### src/rtl/piso_tx_if.sv
// Handshake and serial-side bundle of the parallel-in/serial-out transmitter.
// master = word source / serial sink, slave = the transmitter.
interface piso_tx_if #(
   parameter int WIDTH = 8
);
   logic             load_valid;
   logic             load_ready;
   logic [WIDTH-1:0] par_in;
   logic             serial_out;
   logic             serial_valid;
   logic             frame_start;
   logic             busy;

   modport master (
      output load_valid, par_in,
      input  load_ready, serial_out, serial_valid, frame_start, busy
   );

   modport slave (
      input  load_valid, par_in,
      output load_ready, serial_out, serial_valid, frame_start, busy
   );
endinterface

### src/rtl/piso_tx.sv
// Parallel-in/serial-out transmitter: one bit per clock, frame_start on each word's
// first bit, and a one-word hold buffer so consecutive words stream without a gap.
//
//   state   | meaning
//   --------+-----------------------------------------------------------
//   S_IDLE  | nothing on the line, shifter empty, waiting for a word
//   S_SHIFT | a word is on the line, r_cnt = index of the bit now shown
module piso_tx #(
   parameter int WIDTH     = 8,
   parameter bit MSB_FIRST = 1'b1
) (
   input logic     clk,
   input logic     rst_n,
   piso_tx_if.slave bus
);

   localparam int CW = (WIDTH > 1) ? $clog2(WIDTH) : 1;

   typedef enum logic {
      S_IDLE,
      S_SHIFT
   } state_t;

   state_t           r_state;
   logic [WIDTH-1:0] r_shift;
   logic [CW-1:0]    r_cnt;
   logic [WIDTH-1:0] r_hold;
   logic             r_hold_full;
   logic             r_serial_out;
   logic             r_serial_valid;
   logic             r_frame_start;
   logic             r_busy;

   logic w_accept;
   logic w_last;

   function automatic logic first_bit(input logic [WIDTH-1:0] word);
      return MSB_FIRST ? word[WIDTH-1] : word[0];
   endfunction

   // Ready depends only on the hold register, never on load_valid.
   assign w_accept = bus.load_valid && !r_hold_full;
   assign w_last   = (r_cnt == CW'(WIDTH - 1));

   always_ff @(posedge clk or negedge rst_n) begin
      if (!rst_n) begin
         r_state        <= S_IDLE;
         r_shift        <= '0;
         r_cnt          <= '0;
         r_hold         <= '0;
         r_hold_full    <= 1'b0;
         r_serial_out   <= 1'b0;
         r_serial_valid <= 1'b0;
         r_frame_start  <= 1'b0;
         r_busy         <= 1'b0;
      end else begin
         case (r_state)
            S_IDLE: begin
               r_cnt <= '0;
               if (w_accept) begin
                  r_state        <= S_SHIFT;
                  r_shift        <= bus.par_in;
                  r_serial_out   <= first_bit(bus.par_in);
                  r_serial_valid <= 1'b1;
                  r_frame_start  <= 1'b1;
                  r_busy         <= 1'b1;
               end else begin
                  r_serial_out   <= 1'b0;
                  r_serial_valid <= 1'b0;
                  r_frame_start  <= 1'b0;
                  r_busy         <= 1'b0;
               end
            end

            S_SHIFT: begin
               if (w_last) begin
                  r_cnt <= '0;
                  // Frame boundary: held word first, then a same-cycle bypass, else go idle.
                  if (r_hold_full) begin
                     r_shift        <= r_hold;
                     r_serial_out   <= first_bit(r_hold);
                     r_serial_valid <= 1'b1;
                     r_frame_start  <= 1'b1;
                     r_hold_full    <= 1'b0;
                     r_busy         <= 1'b1;
                  end else if (w_accept) begin
                     r_shift        <= bus.par_in;
                     r_serial_out   <= first_bit(bus.par_in);
                     r_serial_valid <= 1'b1;
                     r_frame_start  <= 1'b1;
                     r_busy         <= 1'b1;
                  end else begin
                     r_state        <= S_IDLE;
                     r_serial_out   <= 1'b0;
                     r_serial_valid <= 1'b0;
                     r_frame_start  <= 1'b0;
                     r_busy         <= 1'b0;
                  end
               end else begin
                  r_cnt          <= r_cnt + CW'(1);
                  r_shift        <= MSB_FIRST ? {r_shift[WIDTH-2:0], 1'b0}
                                              : {1'b0, r_shift[WIDTH-1:1]};
                  r_serial_out   <= MSB_FIRST ? r_shift[WIDTH-2] : r_shift[1];
                  r_serial_valid <= 1'b1;
                  r_frame_start  <= 1'b0;
                  r_busy         <= 1'b1;
                  if (w_accept) begin
                     r_hold      <= bus.par_in;
                     r_hold_full <= 1'b1;
                  end
               end
            end

            default: r_state <= S_IDLE;
         endcase
      end
   end

   assign bus.load_ready   = !r_hold_full;
   assign bus.serial_out   = r_serial_out;
   assign bus.serial_valid = r_serial_valid;
   assign bus.frame_start  = r_frame_start;
   assign bus.busy         = r_busy;

endmodule

### src/flat_wrapper.sv
// flat-port wrapper written by rule: the top's interface ports become plain ports
module piso_tx_flat 
#(
   parameter int WIDTH     = 8,
   parameter bit MSB_FIRST = 1'b1
)
  (clk, rst_n, bus_load_valid, bus_par_in, bus_load_ready, bus_serial_out, bus_serial_valid, bus_frame_start, bus_busy);
  piso_tx_if #(.WIDTH(WIDTH)) bus_i ();
  input logic clk;
  input logic rst_n;
  input wire logic [$bits(bus_i.load_valid)-1:0] bus_load_valid;
  input wire logic [$bits(bus_i.par_in)-1:0] bus_par_in;
  output wire logic [$bits(bus_i.load_ready)-1:0] bus_load_ready;
  output wire logic [$bits(bus_i.serial_out)-1:0] bus_serial_out;
  output wire logic [$bits(bus_i.serial_valid)-1:0] bus_serial_valid;
  output wire logic [$bits(bus_i.frame_start)-1:0] bus_frame_start;
  output wire logic [$bits(bus_i.busy)-1:0] bus_busy;
  assign bus_i.load_valid = bus_load_valid;
  assign bus_i.par_in = bus_par_in;
  assign bus_load_ready = bus_i.load_ready;
  assign bus_serial_out = bus_i.serial_out;
  assign bus_serial_valid = bus_i.serial_valid;
  assign bus_frame_start = bus_i.frame_start;
  assign bus_busy = bus_i.busy;
  piso_tx #(.WIDTH(WIDTH), .MSB_FIRST(MSB_FIRST)) u_core (.clk(clk), .rst_n(rst_n), .bus(bus_i));
endmodule
### config.mk
export PLATFORM = sky130hd
export DESIGN_NAME = piso_tx_flat
export DESIGN_NICKNAME = d
export VERILOG_FILES = /design/src/rtl/piso_tx_if.sv /design/src/rtl/piso_tx.sv /design/src/flat_wrapper.sv
export SDC_FILE = /design/constraint.sdc
export NUM_CORES = 1
export LEC_CHECK = 0
export ABC_AREA = 1
export CAP_MARGIN = 20
export CORE_AREA = 5 5 57 59
export CTS_CLUSTER_DIAMETER = 100
export DETAILED_ROUTE_END_ITERATION = 10
export DIE_AREA = 0 0 62 64
export HOLD_SLACK_MARGIN = 0.02
export PLACE_DENSITY = 0.62
export SLEW_MARGIN = 20
export SYNTH_ARGS = -nofsm -noshare
export SYNTH_HDL_FRONTEND = slang
export SYNTH_SLANG_ARGS = --single-unit
### constraint.sdc
create_clock -name clk -period 1.62 [get_ports clk]
set_input_delay 0.162 -clock clk [delete_from_list [all_inputs] [get_ports clk]]
set_output_delay 0.162 -clock clk [all_outputs]
set_load 0.05 [all_outputs]
==> metrics.md, run 1 <==
| Metric | Value |
|---|---|
| GR met1 Demand/Resource | 0.188 |
| Initial antenna violation count | 0 |
| Setup Viol. Count Final | 0 |
| CTS tree | done |
| # hold bufs at CTS | 0 |
| Port Buffers | 15 |
| Cell mode on critical path | ha_1 |
| Cells after Synth | between 100 and 150 |
| Met3 usage in global routing | 0.0282 |
| Final layout net count | 166 |
| Overall Global Routing Usage | 0.133 |
| Clock Latency Late Sink | ~0.33 ns |
| Die Ht | 64 microns |
| Average footprint of a synthesized cell | between 8 and 9 sq um |
| Worst reg2reg path depth | 6 |
| H-Tree Depth | 1 |
| Detailed-router iteration count before antenna repair | 4 |
| Worst r2r src | u_core.r_cnt[0] |
| Final WL | 2.24 mm |
| Vias in the first global route | between 800 and 900 |
| Arr. time, crit path | approximately 1.7 ns |
| P_leak | about 0.73 nW |
| Max VDD drop | around 1.3 mV |
| Fmax | ~700 MHz |
| Clock Skews | between 0.009 and 0.01 ns |
| Sequential fraction of the synthesis area | 0.494 |
| Vias per Instance | approximately 5 |
| Most frequent cells in the layout | nand2_1, dfrtp_1, inv_1 |
| Num CTS Buffers | 3 |
| Worst setup EP type | flop |
| RR Endpoint | u_core.bus.frame_start |
| Slew Limit Fails | 0 |
| # Max-Cap Violations | 0 |
| Sum Neg Setup Slack | 0 ns |
| Fillers | around 270 |
| Detail Route Antenna Nets | 0 |
| Crit path launch type | flop |
| DR vias | a little over 900 |
| Initial cell density of the core | 0.418 |
| CP max stage delay | slightly above 0.4 ns |
| CORE AREA | roughly 2700 sq um |
| Grt ovf | 0 |
| GRT busiest layer | met1 |
| Floorplan row count | 19 |
| Synth top area cells | dfrtp_1, nand2_1, nand3_1 |
| RD Place Congestion | 0.706 |
| Crit Path Category | flop to flop |
| Req. time, crit path | between 1.5 and 2 ns |
| # resized after CTS | 0 |
| RSZ-0062 raised after global routing | no |
| Critical path, cell by cell | ha_1 -> ha_1 -> buf_4 -> nand2_1 -> o21ai_0 -> o21a_1 |
| Power share of the sequential group | 0.363 |
| Pin count of the biggest net entering global routing | 23 |
| CTS sink count | 22 |
| Synthesis warning total | 0 |
| Worst-path clk slew | about 0.13 ns |
| Setup crit end | u_core.bus.frame_start |
| Postcts setup bufs | 0 |
| Slowest library cell on the worst path | dfrtp_1 |
| Final Hold Vio Count | 0 |
| Min cycle time layout | about 1.4 ns |
| Yosys cell types | 19 |
| Power Density | around 1800 nW/um^2 |
| Status | completed |
| Setup crit start | u_core.r_cnt[0] |
| Area leader, netlist | dfrtp_1 |
| FF+latch count, synth | 22 |
| Top cell type's share of synthesized area | 0.494 |
| Number of diodes | 0 |
| Worst Path Max Fanout | 16 |
| Die width | approximately 62 microns |
| Syn nets | approximately 150 |
| DP Area | roughly 1300 sq um |
| Buf/Inv on CP | 1 |
| Area Growth Syn to Fin | 23.1% |
| Final worst-path cycle share | 0.886 |
| IO Pins | 16 |
| Crit path max-delay family | adder cells |
| Levels on crit path | 6 |
| Setup slack, reg-to-reg | 0.18 ns |
| Combinational power share | 0.462 |
| Area of the mapped netlist | between 1000 and 1500 sq um |
| Min-Delay Path Class | primary input to async pin |
| Clock power share | 0.175 |
| Initial DRC Count | 62 |
| Total power | roughly 2.5 mW |
| DRC violations left | 0 |
| GRT met2 Usage | 0.185 |
| First-pass GRT wire length | slightly below 4 mm |
| Share of layout cells above drive strength 1 | 0.172 |
| Sw frac | 0.404 |
| WL/cell | about 12 microns |
| Most common cell after layout, fill and taps aside | nand2_1 |
| Max Root-Sink Buffers | 2 |
| CTS root buf | clkbuf_4 |
| P_sw | between 1 and 1.5 mW |
| Slew HR | 0.803 |
| Die area | 3970 sq um |
| Post-DP HPWL | between 1.5 and 2 mm |
| Int Power | about 1.5 mW |
| Worst-Margin Slew | between 0.2 and 0.3 ns |
| Design Area, Final | between 1000 and 1500 sq um |
[cell usage after synthesis]
master and n:
buf_6 1, inv_6 1, nand2_1 44, nor2_4 1
inv_2 2, o21ai_2 7, o21a_1 1, buf_2 4
nand2_4 2, nor3_1 2, o21ai_0 7, nand4_1 1
dfrtp_1 22, inv_1 17, nand3_1 15, a21oi_1 1
buf_4 1, ha_1 3, nor2_1 2
[metrics by stage]
step           instances  hold slack, ns   util  setup slack (ns)
2_1_floorplan        134          -0.134      -             0.233
3_3_place_gp         178           0.423  0.495             0.222
3_5_place_dp         178           0.445  0.495             0.185
4_1_cts              182           0.173  0.515             0.174
5_1_grt              182           0.176  0.515            0.0799
6_report             182           0.158  0.515             0.184
[area by class of cell]
| class | count | area, sq um | share of cell area |
|---|---|---|---|
| Timing Repair Buffer | 19 | 205 | 0.150 |
| Tap cell | 31 | 38.8 | 0.0283 |
| Inverter | 20 | 80.1 | 0.0584 |
| Multi-Input combinational cell | 86 | 444 | 0.324 |
| Clock inverter | 1 | 30.0 | 0.0219 |
| Clock buffer | 3 | 22.5 | 0.0164 |
| Sequential cell | 22 | 551 | 0.401 |
[routing by layer]
layer / wire length (microns) / vias to the layer above
li1: - / 452
met1: 1020 / 424
met2: 1020 / 30
met3: 156 / 5
met4: 52 / 0
met5: 0 / -
[cell families (layout without fill, tap and decap cells)]
kind of cell	after synthesis	after routing	synth area share
AOI/OAI and AO/OA	16	16	0.0977
adders and majority gates	3	3	0.0337
buffers and inverters	26	43	0.107
DFF	22	22	0.494
and+or+nand+nor	67	67	0.267
[state kept, by name (all words and copies together) (netlist names)]
name                     count
u_core.r_shift               7
u_core.bus.serial_out        1
u_core.r_cnt                 3
u_core.bus.frame_start       1
u_core.bus.serial_valid      1
u_core.r_hold                8
u_core.r_hold_full           1
[worst reg2reg max path, delay by kind of cell, from the launching register on]
family / cells / cell delay (ns)
compound gates: 2 / 0.24
simple gates: 1 / 0.07
buf+inv: 1 / 0.19
flops: 1 / 0.41
fa+ha+maj: 2 / 0.44
[how the worst min path moves through the flow]
stage | start | endpoint | slack, ns | cells past startpoint
floorplan | rst_n | u_core.bus.frame_start | -0.13 | 0
global placement | u_core.r_cnt[0] | u_core.r_cnt[0] | 0.42 | 1
detailed placement | u_core.r_cnt[0] | u_core.r_cnt[0] | 0.44 | 1
CTS | rst_n | u_core.r_hold_full | 0.17 | 2
global route | rst_n | u_core.r_cnt[2] | 0.18 | 2
finish | rst_n | u_core.r_hold[0] | 0.16 | 2
[power by group through the flow]
stage	Clock (mW)	Combinational, mW	Sequential (mW)
6_report	0.434	1.14	0.899
5_1_grt	0.467	1.28	0.927
4_1_cts	0.439	1.16	0.903
3_5_place_dp	0	1.15	0.916
3_3_place_gp	0	1.12	0.904
2_1_floorplan	0	0.709	0.988
Power figures use the tool's default switching activity.
==> run 2, diff against run 1 <==
Settings changed: SLEW_MARGIN 20 to 0.
==> results of run 2 <==
Same layout as run 1: the final DEF is identical, and so are final timing and power.
==> run 3, diff against run 2 <==
Settings changed: CORE_AREA 5 5 57 59 to 5 5 49 68, DIE_AREA 0 0 62 64 to 0 0 54 73.
==> metrics.md, run 3 (synthesized netlist as in run 1, its figures left out) <==
| Metric | Value |
|---|---|
| Final worst-path cycle share | 0.965 |
| Floorplan row count | 23 |
| Max Root-Sink Buffers | 2 |
| Min cycle time layout | 1.56 ns |
| Vias per Instance | approximately 4.7 |
| Overall Global Routing Usage | 0.141 |
| WL/cell | 12.2 microns |
| Status | completed |
| Clock Skews | ~0.0067 ns |
| Detailed-routing wirelength on met1 | just under 1 mm |
| Largest Register | u_core.r_hold |
| Power share of the sequential group | 0.352 |
| Crit Path Category | flop to output pin |
| Detailed-router iteration count before antenna repair | 4 |
| Worst-path clk slew | about 0.080 ns |
| Crit path launch type | flop |
| Design Area, Final | about 1400 sq um |
| P_leak | roughly 0.74 nW |
| Slew Limit Fails | 0 |
| Pin count of the biggest net entering global routing | 23 |
| Final layout net count | between 150 and 200 |
| Number of diodes | 0 |
| Buf/Inv on CP | 1 |
| Detail Route Antenna Nets | 0 |
| DP Area | around 1300 sq um |
| Slew HR | 0.670 |
| Initial cell density of the core | 0.407 |
| Grt ovf | 0 |
| Final WL | around 2.3 mm |
| Combinational power share | 0.447 |
| Clock Latency Late Sink | roughly 0.27 ns |
| # Max-Cap Violations | 0 |
| CTS tree | done |
| Setup slack, reg-to-reg | 0.18 ns |
| Fmax | approximately 640 MHz |
| # hold bufs at CTS | 0 |
| Vias in the first global route | about 870 |
| Die area | just under 4000 sq um |
| First-pass GRT wire length | 3.97 mm |
| Die width | between 50 and 60 microns |
| Most frequent cells in the layout | nand2_1, dfrtp_1, inv_1 |
| CTS root buf | clkbuf_8 |
| Req. time, crit path | around 1.5 ns |
| H-Tree Depth | 1 |
| Num CTS Buffers | 3 |
| Worst-Margin Slew | slightly below 0.5 ns |
| Post-DP HPWL | 1.68 mm |
| IO Pins | 16 |
| Arr. time, crit path | 1.40 ns |
| WL met2 | between 1 and 1.5 mm |
| Sum Neg Setup Slack | 0 ns |
| CP max stage delay | just under 0.8 ns |
| Power Density | between 1500 and 2000 nW/um^2 |
| Int Power | between 1.5 and 2 mW |
| Critical path, cell by cell | clkdlybuf4s50_1 |
| Initial DRC Count | 24 |
| Port Buffers | 15 |
| P_sw | a little over 1 mW |
| Hold Slack | ~0.24 ns |
| DR vias | between 800 and 900 |
| RD Place Congestion | just over 0.8 |
| Area Growth Syn to Fin | 26.4% |
| Slowest library cell on the worst path | clkdlybuf4s50_1 |
| Final Hold Vio Count | 0 |
| RSZ-0062 raised after global routing | no |
| Clock power share | 0.201 |
| Initial antenna violation count | 0 |
| Die Ht | ~73 microns |
| Max layer used | met4 |
| Postcts setup bufs | 0 |
| Min-Delay Path Class | primary input to async pin |
| Max VDD drop | approximately 1.1 mV |
| DRC violations left | 0 |
| CORE AREA | ~2700 sq um |
| Worst setup EP type | output pin |
| Worst Path Max Fanout | 1 |
| Crit path max-delay family | buffers and inverters |
| Largest register FFs | 8 |
| Biggest regs | u_core.r_hold: 8 flops, u_core.r_shift: 7 flops, u_core.r_cnt: 3 flops |
| # resized after CTS | 0 |
| Met3 wire length | between 100 and 150 microns |
| CTS sink count | 22 |
| Sw frac | 0.392 |
| Share of layout cells above drive strength 1 | 0.171 |
| Most common cell after layout, fill and taps aside | nand2_1 |
| Setup Viol. Count Final | 0 |
[run 3: changes by cell type in the layout (fill, tap and decap cells not counted), sizes merged]
| cell | delta |
|---|---|
| clkdlybuf4s50 | +1 |
[run 3: worst paths after layout]
kind                                        start           endpoint  cells past startpoint
setup / recovery           u_core.bus.frame_start    bus_frame_start                      1
max in group asynchronous                   rst_n  u_core.r_shift[6]                      2
hold reg to reg                   u_core.r_cnt[0]    u_core.r_cnt[0]                      1
hold / removal                              rst_n   u_core.r_hold[6]                      2
setup reg to reg                  u_core.r_cnt[0]  u_core.r_shift[6]                      7
min in group clk                  u_core.r_cnt[0]    u_core.r_cnt[0]                      1
[run 3: metal layers]
layer / global-route usage / vias up
li1: - / 454
met1: 0.177 / 412
met2: 0.218 / 25
met3: 0.0266 / 5
met4: 0.0859 / 0
met5: 0 / -
[run 3: worst reg2reg max path, cell delays in order (launching register included)]
cell     delay (ns)
dfrtp_1        0.39
ha_1           0.22
ha_1           0.20
buf_4          0.19
nand3_1        0.10
o21ai_0        0.09
nand2_1        0.07
nand2_1        0.07
[run 3: cell type report]
cell class              instances  area, sq um
multi-input cells              86          444
fillers                       265         1330
repair buffers                 20          215
clock inverters                 1         30.0
flip-flops and latches         22          551
inverters                      20         80.1
well taps                      37         46.3
clock buffers                   3         41.3
[run 3: through the flow]
stage	util	cells	total power [mW]	setup slack, ns
6_report	0.515	189	2.59	0.0568
5_1_grt	0.515	189	2.78	0.0179
4_1_cts	0.515	189	2.61	0.0433
3_5_place_dp	0.489	185	2.09	0.206
3_3_place_gp	0.489	185	2.05	0.243
2_1_floorplan	-	134	1.70	0.233
[run 3: power by group through the flow]
| stage | registers [mW] | logic (mW) | clock network [mW] |
|---|---|---|---|
| 3_5_place_dp | 0.925 | 1.16 | 0 |
| 2_1_floorplan | 0.988 | 0.709 | 0 |
| 6_report | 0.912 | 1.16 | 0.520 |
| 3_3_place_gp | 0.917 | 1.13 | 0 |
| 4_1_cts | 0.914 | 1.17 | 0.528 |
| 5_1_grt | 0.944 | 1.28 | 0.550 |
